[config.mk]
export PLATFORM = sky130hd
export DESIGN_NAME = int2float_pipe
export DESIGN_NICKNAME = d
export VERILOG_FILES = /design/src/rtl/int2float_pipe.sv
export SDC_FILE = /design/constraint.sdc
export NUM_CORES = 1
export LEC_CHECK = 0
export CAP_MARGIN = 10
export CORE_MARGIN = 1
export CORE_UTILIZATION = 30
export CTS_CLUSTER_SIZE = 20
export DETAILED_ROUTE_END_ITERATION = 10
export PLACE_DENSITY = 0.61
export SYNTH_ARGS = -nofsm -noshare
export SYNTH_HDL_FRONTEND = slang
export SYNTH_SLANG_ARGS = --single-unit
export TNS_END_PERCENT = 1
[constraint.sdc]
create_clock -name clk -period 3.64 [get_ports clk]
set_input_delay 0.364 -clock clk [delete_from_list [all_inputs] [get_ports clk]]
set_output_delay 0.364 -clock clk [all_outputs]
set_load 0.05 [all_outputs]
[src/rtl/int2float_pipe.sv]
// Two-stage unsigned integer to small float converter with valid/ready handshake.
// Define INT2FLOAT_RNE_EN for round-to-nearest-even with saturation; default truncates.
module int2float_pipe #(
    parameter int unsigned IN_W  = 11,
    parameter int unsigned EXP_W = 3,
    parameter int unsigned MAN_W = 4
) (
    input  logic                   clk,
    input  logic                   rst_n,
    input  logic                   in_valid,
    output logic                   in_ready,
    input  logic [IN_W-1:0]        in_data,
    output logic                   out_valid,
    input  logic                   out_ready,
    output logic [EXP_W+MAN_W-1:0] out_data,
    output logic                   out_ovf
);

    localparam int MaxExp = (1 << EXP_W) - 1;
    localparam int PW     = $clog2(IN_W + 1);
    localparam int OW     = EXP_W + MAN_W;

    if ((int'(IN_W) - int'(MAN_W) > MaxExp) || (MAN_W < 1)) begin : g_param_err
        $error("int2float_pipe: exponent field too narrow for IN_W/MAN_W, or MAN_W < 1");
    end

    logic             s1_valid_q;
    logic [IN_W-1:0]  s1_data_q;
    logic [EXP_W-1:0] s1_exp_q, s1_exp_d;
    logic [PW-1:0]    lead;

    logic             out_valid_q;
    logic [OW-1:0]    out_data_q, out_data_d;
    logic             out_ovf_q, out_ovf_d;

    logic             s1_load, s2_load;

    assign s2_load  = !out_valid_q || out_ready;
    assign s1_load  = !s1_valid_q || s2_load;
    assign in_ready = s1_load;

    // Stage 1: leading-one index and biased exponent (0 for the denormal range).
    always_comb begin
        lead = '0;
        for (int i = 0; i < IN_W; i++) begin
            if (in_data[i]) lead = PW'(i);
        end
        s1_exp_d = '0;
        if ((in_data >> MAN_W) != '0) s1_exp_d = EXP_W'(int'(lead) - int'(MAN_W) + 1);
    end

    always_ff @(posedge clk or negedge rst_n) begin
        if (!rst_n) begin
            s1_valid_q <= 1'b0;
            s1_data_q  <= '0;
            s1_exp_q   <= '0;
        end else if (s1_load) begin
            s1_valid_q <= in_valid;
            if (in_valid) begin
                s1_data_q <= in_data;
                s1_exp_q  <= s1_exp_d;
            end
        end
    end

    // Stage 2: mantissa sits at bit (exp-1) upward; bits below it are discarded.
    logic [EXP_W-1:0] sh;
    logic [IN_W-1:0]  shifted;
    logic [MAN_W-1:0] man_trunc;
`ifdef INT2FLOAT_RNE_EN
    logic [IN_W-1:0]  rem_mask, rem, half;
    logic             round_up, carry;
    logic [MAN_W-1:0] man_rnd;
    logic [EXP_W:0]   exp_rnd;
`endif

    always_comb begin
        sh        = (s1_exp_q == '0) ? '0 : s1_exp_q - 1'b1;
        shifted   = s1_data_q >> sh;
        man_trunc = MAN_W'(shifted);
`ifdef INT2FLOAT_RNE_EN
        rem_mask  = (IN_W'(1) << sh) - IN_W'(1);
        rem       = s1_data_q & rem_mask;
        half      = (sh == '0) ? '0 : (IN_W'(1) << (sh - 1'b1));
        round_up  = (sh != '0) && ((rem > half) || ((rem == half) && man_trunc[0]));
        {carry, man_rnd} = {1'b0, man_trunc} + {{MAN_W{1'b0}}, round_up};
        exp_rnd   = {1'b0, s1_exp_q} + {{EXP_W{1'b0}}, carry};
        if (exp_rnd[EXP_W]) begin
            out_data_d = '1;
            out_ovf_d  = 1'b1;
        end else begin
            out_data_d = {exp_rnd[EXP_W-1:0], man_rnd};
            out_ovf_d  = 1'b0;
        end
`else
        out_data_d = {s1_exp_q, man_trunc};
        out_ovf_d  = 1'b0;
`endif
    end

    always_ff @(posedge clk or negedge rst_n) begin
        if (!rst_n) begin
            out_valid_q <= 1'b0;
            out_data_q  <= '0;
            out_ovf_q   <= 1'b0;
        end else if (s2_load) begin
            out_valid_q <= s1_valid_q;
            if (s1_valid_q) begin
                out_data_q <= out_data_d;
                out_ovf_q  <= out_ovf_d;
            end
        end
    end

    assign out_valid = out_valid_q;
    assign out_data  = out_data_q;
    assign out_ovf   = out_ovf_q;

endmodule

# After elaboration in Yosys (flattened, before gate mapping)
# Index checks and enable logic that the tools add are counted.
[totals]
ff_bits = 23
inputBits = 15
wordCells = 29
[op_classes]
mux = 12
n_shift = 1
add_sub_neg = 3
reduce_logical = 8
[op_table]
columns = ["operator", "n"]
rows = [
  ["$mux W3", 9],
  ["$reduce_bool A11 Y1", 1],
  ["$shr A11 B3 Y4", 1],
  ["$mux W2", 2],
  ["$reduce_and A2 Y1", 2],
  ["$add A3 B2 Y3 const B", 1],
  ["$logic_not A3 Y1", 1],
  ["$sub A3 B1 Y3 const B", 1],
  ["$sub A3 B3 Y3 const B", 1],
  ["$logic_not A1 Y1", 2],
  ["$logic_or A1 B1 Y1", 2],
  ["$mux W1", 1],
]

# Logic depth before layout (Yosys ltp)
# Gate-level depths: netlist (run 1).
[logic_depth]
ltp_word = 13
ltp_mapped = 8
depth_no_buf = 8

# Worst setup path before layout (run 1)
# OpenSTA, ideal clock, no wires.
[synth_timing]
path_type = "register -> register"
from = "register out_valid_q (netlist: out_valid)"
to = "register s1_data_q[10]"
required_time_ns = 3.515
stages_incl_launch_ff = 5
setup_time_ns = 0.125
synth_period_minus_slack_ns = 2.379
setup_slack_ns = 1.261
arrival_time_ns = 2.254
path_cell_list = "dfrtp_1 nand3b_1 nand2_1 clkbuf_1 mux2_2"
[synth_via]
elab_chain_len = 4
[synth_lines]
columns = ["element", "line", "rtl"]
rows = [
  ["from (decl)", "32", "logic out_valid_q;"],
  ["from (signal assigned)", "107", "out_valid_q <= s1_valid_q;"],
  ["$logic_not A1 Y1", "38", "assign s2_load = !out_valid_q || out_ready;"],
  ["$logic_or A1 B1 Y1", "38", ""],
  ["$logic_or A1 B1 Y1", "39", "assign s1_load = !s1_valid_q || s2_load;"],
  ["named net in_ready", "11", "output logic in_ready,"],
  ["$reduce_and A2 Y1 (no source line)", "n/a", ""],
  ["to (signal assigned)", "60", "s1_data_q <= in_data;"],
  ["to (decl)", "28", "logic [IN_W-1:0] s1_data_q;"],
]
# The timed path passes the listed nets, and every way through them passes these cells.
# A chain may end at the register's enable or synchronous reset.

# Worst setup path after layout (run 1)
[layout_timing]
from = "register s1_exp_q[0]"
to = "register out_data_q[0] (netlist: out_data[0])"
[layout_via]
elab_chain_len = 3
elab_cells_between_ends = 4
classes_between = "add/sub: 1; shift: 1; mux: 1; reduce/logical: 1"
[layout_lines]
columns = ["element", "line", "rtl"]
rows = [
  ["from (decl)", "29", "logic [EXP_W-1:0] s1_exp_q, s1_exp_d;"],
  ["from (signal assigned)", "61", "s1_exp_q <= s1_exp_d;"],
  ["$sub A3 B1 Y3 or $logic_not A3 Y1 (tied branches)", "78", "sh = (s1_exp_q == '0) ? '0 : s1_exp_q - 1'b1;"],
  ["$mux W3 (*)", "78", ""],
  ["$shr A11 B3 Y4 (*)", "79", "shifted = s1_data_q >> sh;"],
  ["to (signal assigned)", "109", "out_data_q <= out_data_d;"],
  ["to (decl)", "33", "logic [OW-1:0] out_data_q, out_data_d;"],
]
# Every way passes the cells marked *; elsewhere a longest branch is shown, timed or not.

==> reports/metrics.csv, run 1 <==
metric;value;unit
status;finished clean;
hold_buffers;0;
crit_fanout;9;
clkPwrFrac;0.178;
synth_top_area_share;0.4303;
cts_resized;0;
yosysUniqueCellTypes;38;
start_util;0.3228;
ios;25;
grt_max_degree;24;
cts.path.max_buffers;2;
yosysWarnings;0;
io_buffers;23;
p_int;554.1;uW
grt_pass1_vias;929;
arrival;2.41;ns
n_antenna_cell;0;
fin_skew;0.0009604;ns
p_seq_frac;0.394;
fin_crit_sh;0.6220;
drt-met1-wl;1196;um
cts_buffers;3;
crit_path_cell_trace;or2_2 > inv_1 > ha_1 > nor2_1 > mux4_1 > nand2_1 > a41oi_2;
cts_root_buffer;clkbuf_8;
pwr-share-comb;0.428;
dieArea;4729;um2
area.growth.synth_to_final;22.08;%
fin_nets;157;
worstSetupEndpointType;flip-flop;
hold_class;reg -> reg;
yosys.area.top_type;dfrtp_1;
synth_seq_area_share;0.4303;
via_per_inst;5.117;
wl_met2;1266;um
grt_use_total;0.1276;
die_x;68.77;um
gp_congestion;0.8177;
critical_path_class;reg -> reg;
critPathLaunchType;flip-flop;
yosys-top-cells-area;dfrtp_1 43%, mux2_2 11%, mux2i_1 6.7%;
syn_area;1338;um2
switching_power;339.3;uW
antenna_found_initial;0;
power.density;547.1;nW/um2
hold_viol;0;
synthArstFlopShare;1.000;
synth-edff-count;0;
switching_share;0.3798;
slew_headroom;0.3118;
ys.flop_type;dfrtp_1;
syn_nets;134;
setup_viol;0;
ys_ff_latch;23;
vias;962;
postCtsSetupBuffers;0;
rsz0062_at_grt;false;
crit_path_max_incr_delay;0.63;ns
clock-sinks;23;
ir_drop;0.1835;mV
dp_hpwl;2049;um
remaining_drc_errors;0;
fmax;0.4417;GHz
ant_nets;0;
clk_latency;0.26;ns
fin_setup_tns;0;ns
top_layer;met4;
cts.clk_slew.worst_paths;0.08;ns
core;4144;um2
htree_levels;1;
power_leakage;0.0006746;uW
crit_path_top_delay_cell;mux4_1;
grt_pass1_wl;4381;um
dieHeight;68.77;um
drtIter0Drc;29;
slew_viol_final;0;
totalWireLength;2599;um
cap_violations;0;
required;3.78;ns
worstMarginPinSlew;1.029;ns
grt.overflow.total;0;
rows;23;
synthCells;116;
cts_tree;yes;
whs;0.4892;ns
wl_met3;88;um
drive_above_1_share;0.2029;
avgSynthCellArea;11.53;um2
wl_per_cell;13.82;um
drt_pass1_iterations;4;
finalCriticalPeriod;2.264;ns
## path summary, 6_finish.rpt
kind / startpoint / end / slack [ns] / depth (start not counted)
max in group asynchronous: rst_n / s1_data_q[0] / 2.37 / 1
hold reg to reg: out_data[1] / out_data[1] / 0.49 / 2
setup / recovery: s1_exp_q[0] / out_data[0] / 1.38 / 7
setup reg to reg: s1_exp_q[0] / out_data[0] / 1.38 / 7
min in group asynchronous: rst_n / s1_data_q[4] / 0.66 / 1
hold / removal: out_data[1] / out_data[1] / 0.49 / 2
## flip-flops by register name, indices dropped and copies added, names as in the netlist
register and flops:
s1_exp_q 3, out_valid 1, out_data 7, s1_data_q 11, s1_valid_q 1
## routing by layer
metal  up-vias  track usage
met1       465       0.1572
met2        23       0.2169
li1        470            -
met5         -            0
met3         4      0.01974
met4         0      0.06122
## Yosys cell counts, types with 3 or more instances
cell type  instances
a21oi_1            3
a31oi_1            4
dfrtp_1           23
ha_1               3
inv_1              4
mux2_2            13
mux2i_1            9
nand2_1            9
nand2b_1           3
nor2_1             5
o21ai_0            5
or2_2              3
## power groups by stage
stage,clock (uW),combinational [uW],sequential (uW)
6_report,159,382,352
5_1_grt,174,410,360
4_1_cts,166,385,353
3_5_place_dp,0,385,358
3_3_place_gp,0,382,355
2_1_floorplan,0,195,439
## cells by family after synthesis
| group | after synthesis | share of synthesized area |
|---|---|---|
| AO/OA/AOI/OAI | 25 | 0.1356 |
| XOR/XNOR | 1 | 0.006549 |
| adder cells (fa/ha/maj) | 3 | 0.02807 |
| buffers and inverters | 9 | 0.04396 |
| flip-flops | 23 | 0.4303 |
| multiplexers | 25 | 0.2301 |
| other | 1 | 0.002804 |
| AND/OR/NAND/NOR | 29 | 0.1225 |
## cells in the final DEF, fill, tap and decap left out, types with 3 or more instances in the layout
cell type	instances
a21oi_1	3
a31oi_1	4
clkbuf_8	3
clkdlybuf4s50_1	23
dfrtp_1	23
ha_1	3
inv_1	4
mux2_2	13
mux2i_1	9
nand2_1	9
nand2b_1	3
nor2_1	5
o21ai_0	5
or2_2	3
## final cells by class
cell class / count / area, um2
fillers: 440 / 2511
clock buffers: 3 / 41.29
flip-flops and latches: 23 / 575.6
clock inverters: 1 / 5.005
well taps: 50 / 62.56
inverters: 4 / 15.01
multi-input cells: 84 / 703.2
repair buffers: 23 / 230.2
## metrics by stage
step           setup WS (ns)  std cells    util  total power [uW]  area [um2]
6_report               1.376        188  0.3940             893.4        1633
5_1_grt                1.228        188  0.3940             943.6        1633
4_1_cts                1.384        188  0.3940             904.6        1633
3_5_place_dp           1.386        184  0.3829             743.0        1587
3_3_place_gp           1.503        184  0.3829             736.3        1587
2_1_floorplan          1.261        116       -             633.8        1338
## worst max-delay path, delay by kind of cell (launching register included)
kind                       cells  cell delay (ns)
AOI/OAI and AO/OA              1             0.10
adders and majority gates      1             0.18
buffers and inverters          1             0.05
DFF                            1             0.49
muxes                          1             0.63
and+or+nand+nor                3             0.69
No activity file was read; power rests on OpenSTA's default activity.
==> inputs of run 2 (changes only) <==
--- a/config.mk
+++ b/config.mk
@@ -10,7 +10,7 @@
 export CORE_UTILIZATION = 30
 export CTS_CLUSTER_SIZE = 20
 export DETAILED_ROUTE_END_ITERATION = 10
-export PLACE_DENSITY = 0.61
+export PLACE_DENSITY = 0.63
 export SYNTH_ARGS = -nofsm -noshare
 export SYNTH_HDL_FRONTEND = slang
 export SYNTH_SLANG_ARGS = --single-unit
==> constraint.sdc (replaced) <==
create_clock -name clk -period 2 [get_ports clk]
set_input_delay 0.2 -clock clk [delete_from_list [all_inputs] [get_ports clk]]
set_output_delay 0.2 -clock clk [all_outputs]
set_load 0.05 [all_outputs]
==> run 2 against run 1 <==
Critical path type unchanged. Power increased by 88%. Combinational power increased by 93%. Via count grew 0.62%. Sequential share of layout area is 0.74 points lower. Largest cell class unchanged. Clock skew increased by 0.00075 ns. Routed wire length rose by 3.8%. Cell count rose by 2.1%. Clock power increased by 92%.
==> reports/metrics.csv, run 2 (synthesis results as in run 1) <==
metric;value;unit
status;finished clean;
crit_path_cell_trace;or2_2 > inv_1 > ha_1 > nor2_2 > mux4_1 > nand2_1 > a41oi_2;
drive_above_1_share;0.2606;
ir_drop;0.3882;mV
crit_path_max_incr_delay;0.56;ns
cts_tree;yes;
finalCriticalPeriod;1.899;ns
remaining_drc_errors;0;
dieHeight;68.77;um
dp_slack;0.03655;ns
crit_family;multiplexers;
postCtsSetupBuffers;0;
largest_register;s1_data_q;
slew_viol_final;0;
core;4144;um2
hold_class;in -> async;
cts_root_buffer;clkbuf_8;
grt_max_degree;24;
ant_nets;0;
power_leakage;0.0006908;uW
final_cell_mix;22 x clkdlybuf4s50_1, 22 x dfrtp_1, 13 x mux2_2;
reg2reg_depth;7;
grt_use_total;0.1296;
arrival;2.04;ns
setup_viol;0;
n_antenna_cell;0;
drtIter0Drc;45;
power.density;1003;nW/um2
grt_pass1_vias;925;
critPathBufInv;1;
nFillCells;397;
crit_path_top_delay_cell;mux4_1;
clock-sinks;23;
cp.depth;7;
area.growth.synth_to_final;24.98;%
largest_reg_flops;11;
cts.clk_slew.worst_paths;0.09;ns
grt_pass1_wl;4409;um
via_per_inst;5.042;
rsz0062_at_grt;true;
start_util;0.3228;
fin_nets;161;
critPathLaunchType;flip-flop;
rows;23;
crit_fanout;6;
dieArea;4729;um2
cts.path.max_buffers;2;
final_core_utilization;0.4034;
cap_violations;0;
drt_pass1_iterations;4;
grt.overflow.total;0;
htree_levels;1;
io_buffers;23;
r2r-start;s1_exp_q[0];
hold_viol;0;
wl_per_cell;14.06;um
worstSetupEndpointType;flip-flop;
cts_buffers;3;
die_x;68.77;um
antenna_found_initial;0;
cp-startpoint;s1_exp_q[0];
fin_skew;0.001710;ns
clk_latency;0.27;ns
dp_hpwl;2134;um
gp_congestion;0.7877;
fmax;0.5266;GHz
fin_ws;0.1010;ns
critical_path_class;reg -> reg;
totalWireLength;2699;um
fin_crit_sh;0.9495;
required;2.14;ns
ios;25;
fin_setup_tns;0;ns
design_area;1672;um2
dpl-instance-area;1618;um2
vias;968;
-- run 2: layer usage --
metal  part of all wire  up-vias  global-route usage
met1               0.48      466              0.1699
met4             0.0030        0             0.01531
li1                   -      477                   -
met2               0.48       22              0.2157
met3              0.039        3             0.03947
met5                  0        -                   0
-- run 2: cell type report --
class	instances	area, um2	share of cell area
multi-input combinational	84	710.7	0.4252
sequential	23	576.8	0.3451
timing repair buffer	27	257.7	0.1542
tap	50	62.56	0.03743
clock buffer	3	41.29	0.02470
inverter	4	15.01	0.008982
clock inverter	1	7.507	0.004491
-- run 2: final timing paths --
| kind | slack [ns] | endpoint |
|---|---|---|
| worst min register to register | 0.49 | out_data[6] |
| worst min-delay path | 0.27 | s1_data_q[5] |
| worst max-delay path | 0.10 | out_data[0] |
| min in group clk | 0.49 | out_data[6] |
| worst max register to register | 0.10 | out_data[0] |
| max in group asynchronous | 1.48 | out_valid |
-- run 2: report_power, final --
group          leakage (uW)  switching (uW)  internal [uW]  total [uW]
clock network     0.0000217             164            141         306
logic              0.000400             405            331         736
registers          0.000269            76.5            558         635
-- run 2: stage by stage --
step,total power [uW],hold slack (ns),cells
after floorplan,1156,-0.09559,116
after global placement,1363,0.4662,188
after detailed placement,1380,0.4707,188
after CTS,1692,0.2800,192
after global routing,1785,0.3020,192
final,1676,0.2716,192
-- run 2: what timing repair did --
action / CTS / global route
resized for setup: 0 / 2
endpoints found under the setup margin: 0 / 4
hold buffers: 0 / 0
